### config.mk
export PLATFORM = sky130hd
export DESIGN_NAME = seven_seg_scan_decoder_flat
export DESIGN_NICKNAME = d
export VERILOG_FILES = /design/src/rtl/seven_seg_scan_decoder_if.sv /design/src/rtl/seven_seg_scan_decoder.sv /design/src/flat_wrapper.sv
export SDC_FILE = /design/constraint.sdc
export NUM_CORES = 1
export LEC_CHECK = 0
export ABC_AREA = 1
export CAP_MARGIN = 10
export CORE_MARGIN = 1
export CORE_UTILIZATION = 40
export DETAILED_ROUTE_END_ITERATION = 8
export DONT_BUFFER_PORTS = 1
export PLACE_DENSITY_LB_ADDON = 0.1
export SLEW_MARGIN = 30
export SYNTH_ARGS = -nofsm -noshare
export SYNTH_HDL_FRONTEND = slang
export SYNTH_SLANG_ARGS = --single-unit
export TNS_END_PERCENT = 1
### constraint.sdc
create_clock -name clock -period 8.1 [get_ports clock]
set_input_delay 0.81 -clock clock [delete_from_list [all_inputs] [get_ports clock]]
set_output_delay 0.81 -clock clock [all_outputs]
set_load 0.1 [all_outputs]
### src/rtl/seven_seg_scan_decoder_if.sv
`default_nettype none
// ============================================================================
//  seven_seg_scan_decoder_if
//  Scan-bus inputs and decoded frame/value outputs of the 7-segment decoder.
//  Revision: 1.0
// ============================================================================
interface seven_seg_scan_decoder_if;
    logic [6:0]  seg;
    logic        dp;
    logic [7:0]  an;
    logic [31:0] frame_digits;
    logic [7:0]  frame_dp;
    logic        frame_valid;
    logic        frame_error;
    logic [26:0] value;
    logic        value_valid;
    logic        seg_error;
    logic        anode_error;

    modport master (
        output seg, dp, an,
        input  frame_digits, frame_dp, frame_valid, frame_error,
        input  value, value_valid, seg_error, anode_error
    );

    modport slave (
        input  seg, dp, an,
        output frame_digits, frame_dp, frame_valid, frame_error,
        output value, value_valid, seg_error, anode_error
    );
endinterface
`default_nettype wire

### src/rtl/seven_seg_scan_decoder.sv
`default_nettype none
// ============================================================================
//  seven_seg_scan_decoder
//  Recovers digits from a multiplexed 7-segment scan and converts frames to binary.
//  Revision: 1.0
// ============================================================================
module seven_seg_scan_decoder #(
    parameter int unsigned SETTLE = 2
) (
    input  wire logic               clock,
    input  wire logic               reset,
    seven_seg_scan_decoder_if.slave bus_io
);
    localparam logic [0:0] c_IDLE   = 1'b0;
    localparam logic [0:0] c_CONV   = 1'b1;
    localparam logic [3:0] c_SETTLE = 4'(SETTLE);

    logic [15:0] sample_q;
    logic [3:0]  stab_q, stab_d;
    logic [31:0] work_digits_q, work_digits_d;
    logic [7:0]  work_dp_q, work_dp_d;
    logic [7:0]  seen_q, seen_d;
    logic        complete_q, complete_d;
    logic [31:0] frame_digits_q;
    logic [7:0]  frame_dp_q;
    logic        frame_valid_q, frame_error_q, seg_error_q, anode_error_q;
    logic [0:0]  state_q, state_d;
    logic [2:0]  idx_q, idx_d;
    logic [26:0] acc_q, acc_d;
    logic [31:0] snap_q, snap_d;
    logic [26:0] value_q, value_d;
    logic        value_valid_q, value_valid_d;

    logic [15:0] w_sample;
    logic [7:0]  w_an_low;
    logic        w_multi_low, w_one_low, w_capture, w_frame_err;
    logic [3:0]  w_code, w_digit;
    logic [26:0] w_step;

    assign w_sample    = {bus_io.an, bus_io.seg, bus_io.dp};
    assign w_an_low    = ~bus_io.an;
    assign w_multi_low = (w_an_low & (w_an_low - 8'd1)) != 8'd0;
    assign w_one_low   = (w_an_low != 8'd0) && !w_multi_low;
    assign w_capture   = (stab_d == c_SETTLE) && w_one_low;

    always_comb begin
        if (stab_q == 4'd0 || w_sample != sample_q) begin
            stab_d = 4'd1;
        end else if (stab_q != 4'hF) begin
            stab_d = stab_q + 4'd1;
        end else begin
            stab_d = stab_q;
        end
    end

    always_comb begin
        case (bus_io.seg)
            7'b1000000: w_code = 4'h0;
            7'b1111001: w_code = 4'h1;
            7'b0100100: w_code = 4'h2;
            7'b0110000: w_code = 4'h3;
            7'b0011001: w_code = 4'h4;
            7'b0010010: w_code = 4'h5;
            7'b0000010: w_code = 4'h6;
            7'b1111000: w_code = 4'h7;
            7'b0000000: w_code = 4'h8;
            7'b0010000: w_code = 4'h9;
            7'b0111111: w_code = 4'hA;
            default:    w_code = 4'hF;
        endcase
    end

    // A capture in the same cycle as frame completion starts the next frame.
    always_comb begin
        work_digits_d = work_digits_q;
        work_dp_d     = work_dp_q;
        seen_d        = complete_q ? 8'h00 : seen_q;
        if (w_capture) begin
            for (int k = 0; k < 8; k++) begin
                if (w_an_low[k]) begin
                    work_digits_d[4*k +: 4] = w_code;
                    work_dp_d[k]            = bus_io.dp;
                    seen_d[k]               = 1'b1;
                end
            end
        end
        complete_d = w_capture && (seen_d == 8'hFF);
    end

    always_comb begin
        w_frame_err = 1'b0;
        for (int k = 0; k < 8; k++) begin
            if (work_digits_q[4*k +: 4] == 4'hA || work_digits_q[4*k +: 4] == 4'hF) begin
                w_frame_err = 1'b1;
            end
        end
    end

    assign w_digit = snap_q[{idx_q, 2'b00} +: 4];
    assign w_step  = (acc_q * 27'd10) + {23'd0, w_digit};

    // A newly completed frame always takes priority over a conversion in flight.
    always_comb begin
        state_d       = state_q;
        idx_d         = idx_q;
        acc_d         = acc_q;
        snap_d        = snap_q;
        value_d       = value_q;
        value_valid_d = 1'b0;
        if (complete_q) begin
            idx_d   = 3'd7;
            acc_d   = 27'd0;
            state_d = w_frame_err ? c_IDLE : c_CONV;
            if (!w_frame_err) begin
                snap_d = work_digits_q;
            end
        end else if (state_q == c_CONV) begin
            acc_d = w_step;
            idx_d = idx_q - 3'd1;
            if (idx_q == 3'd0) begin
                value_d       = w_step;
                value_valid_d = 1'b1;
                state_d       = c_IDLE;
                idx_d         = 3'd7;
            end
        end
    end

    always_ff @(posedge clock or posedge reset) begin
        if (reset) begin
            sample_q       <= 16'd0;
            stab_q         <= 4'd0;
            work_digits_q  <= 32'd0;
            work_dp_q      <= 8'd0;
            seen_q         <= 8'd0;
            complete_q     <= 1'b0;
            frame_digits_q <= 32'd0;
            frame_dp_q     <= 8'd0;
            frame_valid_q  <= 1'b0;
            frame_error_q  <= 1'b0;
            seg_error_q    <= 1'b0;
            anode_error_q  <= 1'b0;
            state_q        <= c_IDLE;
            idx_q          <= 3'd7;
            acc_q          <= 27'd0;
            snap_q         <= 32'd0;
            value_q        <= 27'd0;
            value_valid_q  <= 1'b0;
        end else begin
            sample_q      <= w_sample;
            stab_q        <= stab_d;
            work_digits_q <= work_digits_d;
            work_dp_q     <= work_dp_d;
            seen_q        <= seen_d;
            complete_q    <= complete_d;
            frame_valid_q <= complete_q;
            frame_error_q <= complete_q && w_frame_err;
            if (complete_q) begin
                frame_digits_q <= work_digits_q;
                frame_dp_q     <= work_dp_q;
            end
            seg_error_q   <= w_capture && (w_code == 4'hF);
            anode_error_q <= (stab_d == 4'd1) && w_multi_low;
            state_q       <= state_d;
            idx_q         <= idx_d;
            acc_q         <= acc_d;
            snap_q        <= snap_d;
            value_q       <= value_d;
            value_valid_q <= value_valid_d;
        end
    end

    assign bus_io.frame_digits = frame_digits_q;
    assign bus_io.frame_dp     = frame_dp_q;
    assign bus_io.frame_valid  = frame_valid_q;
    assign bus_io.frame_error  = frame_error_q;
    assign bus_io.value        = value_q;
    assign bus_io.value_valid  = value_valid_q;
    assign bus_io.seg_error    = seg_error_q;
    assign bus_io.anode_error  = anode_error_q;
endmodule
`default_nettype wire
### src/flat_wrapper.sv
// flat-port wrapper written by rule: the top's interface ports become plain ports
module seven_seg_scan_decoder_flat 
#(
    parameter int unsigned SETTLE = 2
)
  (clock, reset, bus_io_seg, bus_io_dp, bus_io_an, bus_io_frame_digits, bus_io_frame_dp, bus_io_frame_valid, bus_io_frame_error, bus_io_value, bus_io_value_valid, bus_io_seg_error, bus_io_anode_error);
  seven_seg_scan_decoder_if bus_io_i ();
  input  wire logic clock;
  input  wire logic reset;
  input wire logic [$bits(bus_io_i.seg)-1:0] bus_io_seg;
  input wire logic [$bits(bus_io_i.dp)-1:0] bus_io_dp;
  input wire logic [$bits(bus_io_i.an)-1:0] bus_io_an;
  output wire logic [$bits(bus_io_i.frame_digits)-1:0] bus_io_frame_digits;
  output wire logic [$bits(bus_io_i.frame_dp)-1:0] bus_io_frame_dp;
  output wire logic [$bits(bus_io_i.frame_valid)-1:0] bus_io_frame_valid;
  output wire logic [$bits(bus_io_i.frame_error)-1:0] bus_io_frame_error;
  output wire logic [$bits(bus_io_i.value)-1:0] bus_io_value;
  output wire logic [$bits(bus_io_i.value_valid)-1:0] bus_io_value_valid;
  output wire logic [$bits(bus_io_i.seg_error)-1:0] bus_io_seg_error;
  output wire logic [$bits(bus_io_i.anode_error)-1:0] bus_io_anode_error;
  assign bus_io_i.seg = bus_io_seg;
  assign bus_io_i.dp = bus_io_dp;
  assign bus_io_i.an = bus_io_an;
  assign bus_io_frame_digits = bus_io_i.frame_digits;
  assign bus_io_frame_dp = bus_io_i.frame_dp;
  assign bus_io_frame_valid = bus_io_i.frame_valid;
  assign bus_io_frame_error = bus_io_i.frame_error;
  assign bus_io_value = bus_io_i.value;
  assign bus_io_value_valid = bus_io_i.value_valid;
  assign bus_io_seg_error = bus_io_i.seg_error;
  assign bus_io_anode_error = bus_io_i.anode_error;
  seven_seg_scan_decoder #(.SETTLE(SETTLE)) u_core (.clock(clock), .reset(reset), .bus_io(bus_io_i));
endmodule
==> flow_summary.yaml <==
job:
  cap_violations: 0
pwr:
  switching_share_pct: 22.3
  p_switching_w: 0.000476
  seq_power_share_pct: 47.8
  p_clk_share_pct: 49.7
  p_comb_share_pct: 2.5
  peakVddDrop_mv: 0.164
  leakagePower_nw: 6.21
  p_per_area_nw_per_um2: 176
  intPower_w: 0.00166
grt:
  grt_pass1_vias: 8638
  grt_overflow_total: 0
  grt_pass1_wl_mm: 45.8
  antenna_found_initial: 0
  grt_max_degree: 137
  grt_usage_pct: 20.5
clock_tree:
  clk_latency_ps: 540
  h-tree-depth: 1
  cts_buffers: 24
  root_buffer: "clkbuf_16"
  clkTransAtPathRegs_ps: 50
  cts.sinks: 203
  cts-resized-gates: 0
  hold_buffers: 0
  post_cts_buffers: 0
  cts_tree: "done"
  clockBufferDepth: 3
sta:
  drv_slew: 0
  rsz0062_at_grt: "no"
  setup_viol: 0
  fin_crit_sh_pct: 47.9
  finalSetupTns_ps: 0
  tightestPinTransition_ps: 984
  fin_crit_ps: 3880
  max_slew_margin_pct: 34.4
  skew_ps: 22.7
  timing.fmax_mhz: 258
  hold_violations: 0
  worst_hold_slack_ps: 213
min_path:
  hp-class: "in2async"
detailed_routing:
  vias: 8799
  drt_first_iter_violations: 491
  drc: 0
  wl_per_cell_um: 15.8
  first_pass_iters: 5
  viasPerCell: 4.99
  drt-total-wl_mm: 27.9
  postRouteAntennaNets: 0
worst_setup_path:
  crit_path_cell_trace: "nor2_1 -> inv_1 -> nor2_1 -> clkinv_1 -> buf_4 -> nand2_1 -> o21ai_0"
  cp_max_fo: 32
  cp.required_ps: 8490
  cp_common_cell: "nor2_1"
  end_kind: "flop"
  arrival_ps: 4270
  max_stage_delay_ps: 800
  cp_slowest_cell: "nor2_1"
  startpoint_type: "flop"
  crit_type: "reg2reg"
finish:
  area_growth_syn_to_layout_pct: 10.3
  drive_above_1_share_pct: 6.32
  final_cell_mix: "457 x nand2_1, 200 x dfrtp_1, 172 x inv_1"
  final_common_cell: "nand2_1"
  diodes: 0
  nets: 1479
floorplanning:
  ios: 90
  rows: 60
  coreArea_um2: 27000
  dieWidth_um: 168
  chipHeight_um: 168
  die_area_um2: 28200
  start_util_pct: 40.8
synth:
  synthCells: 1411
  ys_seq_area_share_pct: 46.2
  synth_fp_nets: 1483
  synth_warnings: 0
  synthArstFlopShare_pct: 100
  syn_area_per_cell_um2: 7.80
  synth_edf_count: 0
  synthDistinctLibCells: 53
  syn_area_um2: 11000
  synth-seq-cells: 203
  synthFlopType: "dfrtp_1"
placement:
  place_congestion: 0.864
  place_hpwl_mm: 20.7
  io_buffers: 0
status:
  status: "finished clean"
[Yosys cell counts, types with 4 or more instances]
| library cell | count | area (um^2) |
|---|---|---|
| a31oi_1 | 6 | 37.5 |
| nor2_1 | 88 | 330 |
| clkbuf_1 | 27 | 101 |
| ha_1 | 52 | 651 |
| nand2_2 | 4 | 25.0 |
| xnor2_1 | 13 | 114 |
| nand4_1 | 21 | 131 |
| dfrtp_1 | 200 | 5000 |
| o211ai_1 | 5 | 37.5 |
| nor2_4 | 7 | 78.8 |
| inv_2 | 5 | 18.8 |
| nor4_1 | 5 | 31.3 |
| o22ai_1 | 4 | 25.0 |
| buf_2 | 5 | 25.0 |
| o21ai_0 | 162 | 811 |
| a21oi_1 | 25 | 125 |
| inv_1 | 174 | 653 |
| nor3_1 | 7 | 35.0 |
| nand2_1 | 457 | 1720 |
| nand3_2 | 6 | 60.1 |
| nand3_1 | 69 | 345 |
| nor2_2 | 8 | 50.1 |
| xor2_1 | 16 | 140 |
[layout make-up]
| type | count | area, um^2 |
|---|---|---|
| Inverter | 183 | 704 |
| Clock inverter | 8 | 115 |
| Multi-Input combinational cell | 990 | 5090 |
| Tap cell | 341 | 427 |
| Sequential cell | 203 | 5080 |
| Timing Repair Buffer | 5 | 57.6 |
| Clock buffer | 34 | 658 |
| Fill cell | 2714 | 14800 |
[logic make-up (layout without fill, tap and decap cells)]
group,after synthesis,count (layout),synth area share [%]
AOI/OAI and AO/OA,221,221,10.8
DFF,203,203,46.2
xor gates and xnor gates,29,29,2.31
and+or+nand+nor,686,686,26.8
adders and majority gates,54,54,6.28
buffers and inverters,218,230,7.64
[power by group through the flow]
stage / logic [W] / registers [W] / clock network, W
after floorplan: 0.0000424 / 0.00104 / 0
after global placement: 0.0000548 / 0.00104 / 0
after detailed placement: 0.0000549 / 0.00104 / 0
after CTS: 0.0000550 / 0.00102 / 0.00109
after global routing: 0.0000642 / 0.00102 / 0.00113
final: 0.0000542 / 0.00102 / 0.00106
[routing by layer]
layer	wire, um	up-vias	track usage (%)
met3	1070	33	3.06
met2	13300	159	34.3
met1	12800	4085	27.5
met5	0	-	0
met4	732	0	5.98
li1	-	4522	-
[worst max-delay path, delay by kind of cell (launching register included)]
kind / cells / cell delay (ps)
buf+inv: 3 / 1450
compound gates: 1 / 90
flops: 1 / 550
simple gates: 3 / 1630
[final timing paths]
path,from,to,slack [ps],cells past startpoint
min in group clock,bus_io_seg[4],u_core.sample_q[5]$_DFF_PP0_,300,0
setup reg to reg,u_core.complete_q$_DFF_PP0_,u_core.bus_io.value[5]$_DFFE_PP0P_,4220,7
hold / removal,reset,u_core.bus_io.value[5]$_DFFE_PP0P_,210,1
hold reg to reg,u_core.seen_q[5]$_DFF_PP0_,u_core.seen_q[5]$_DFF_PP0_,480,2
setup / recovery,u_core.complete_q$_DFF_PP0_,u_core.bus_io.value[5]$_DFFE_PP0P_,4220,7
max in group asynchronous,reset,u_core.snap_q[1]$_DFFE_PP0P_,6790,3
[state kept, by name (all words and copies together), names as in the netlist]
| name | flops |
|---|---|
| u_core.bus_io.frame_error | 1 |
| u_core.state_q | 1 |
| u_core.seen_q | 8 |
| u_core.bus_io.value | 27 |
| u_core.idx_q | 3 |
| u_core.bus_io.value_valid | 1 |
| u_core.sample_q | 16 |
| u_core.bus_io.frame_valid | 1 |
| u_core.snap_q | 32 |
| u_core.bus_io.seg_error | 1 |
| u_core.bus_io.frame_digits | 32 |
| u_core.bus_io.anode_error | 1 |
| u_core.stab_q | 4 |
| u_core.complete_q | 1 |
| u_core.acc_q | 26 |
| u_core.work_dp_q | 8 |
| u_core.work_digits_q | 32 |
| u_core.bus_io.frame_dp | 8 |
[stage by stage]
| step | setup WS, ps | cells | utilization (%) | total power (W) | area, um^2 |
|---|---|---|---|---|---|
| CTS | 4110 | 1763 | 44.9 | 0.00217 | 12100 |
| floorplan | 1760 | 1411 | - | 0.00108 | 11000 |
| global placement | 4180 | 1721 | 42.0 | 0.00109 | 11300 |
| finish | 4220 | 1764 | 45.0 | 0.00214 | 12100 |
| global route | 3760 | 1764 | 45.0 | 0.00221 | 12100 |
| detailed placement | 4100 | 1721 | 42.1 | 0.00109 | 11300 |
No activity file was read; power rests on OpenSTA's default activity.
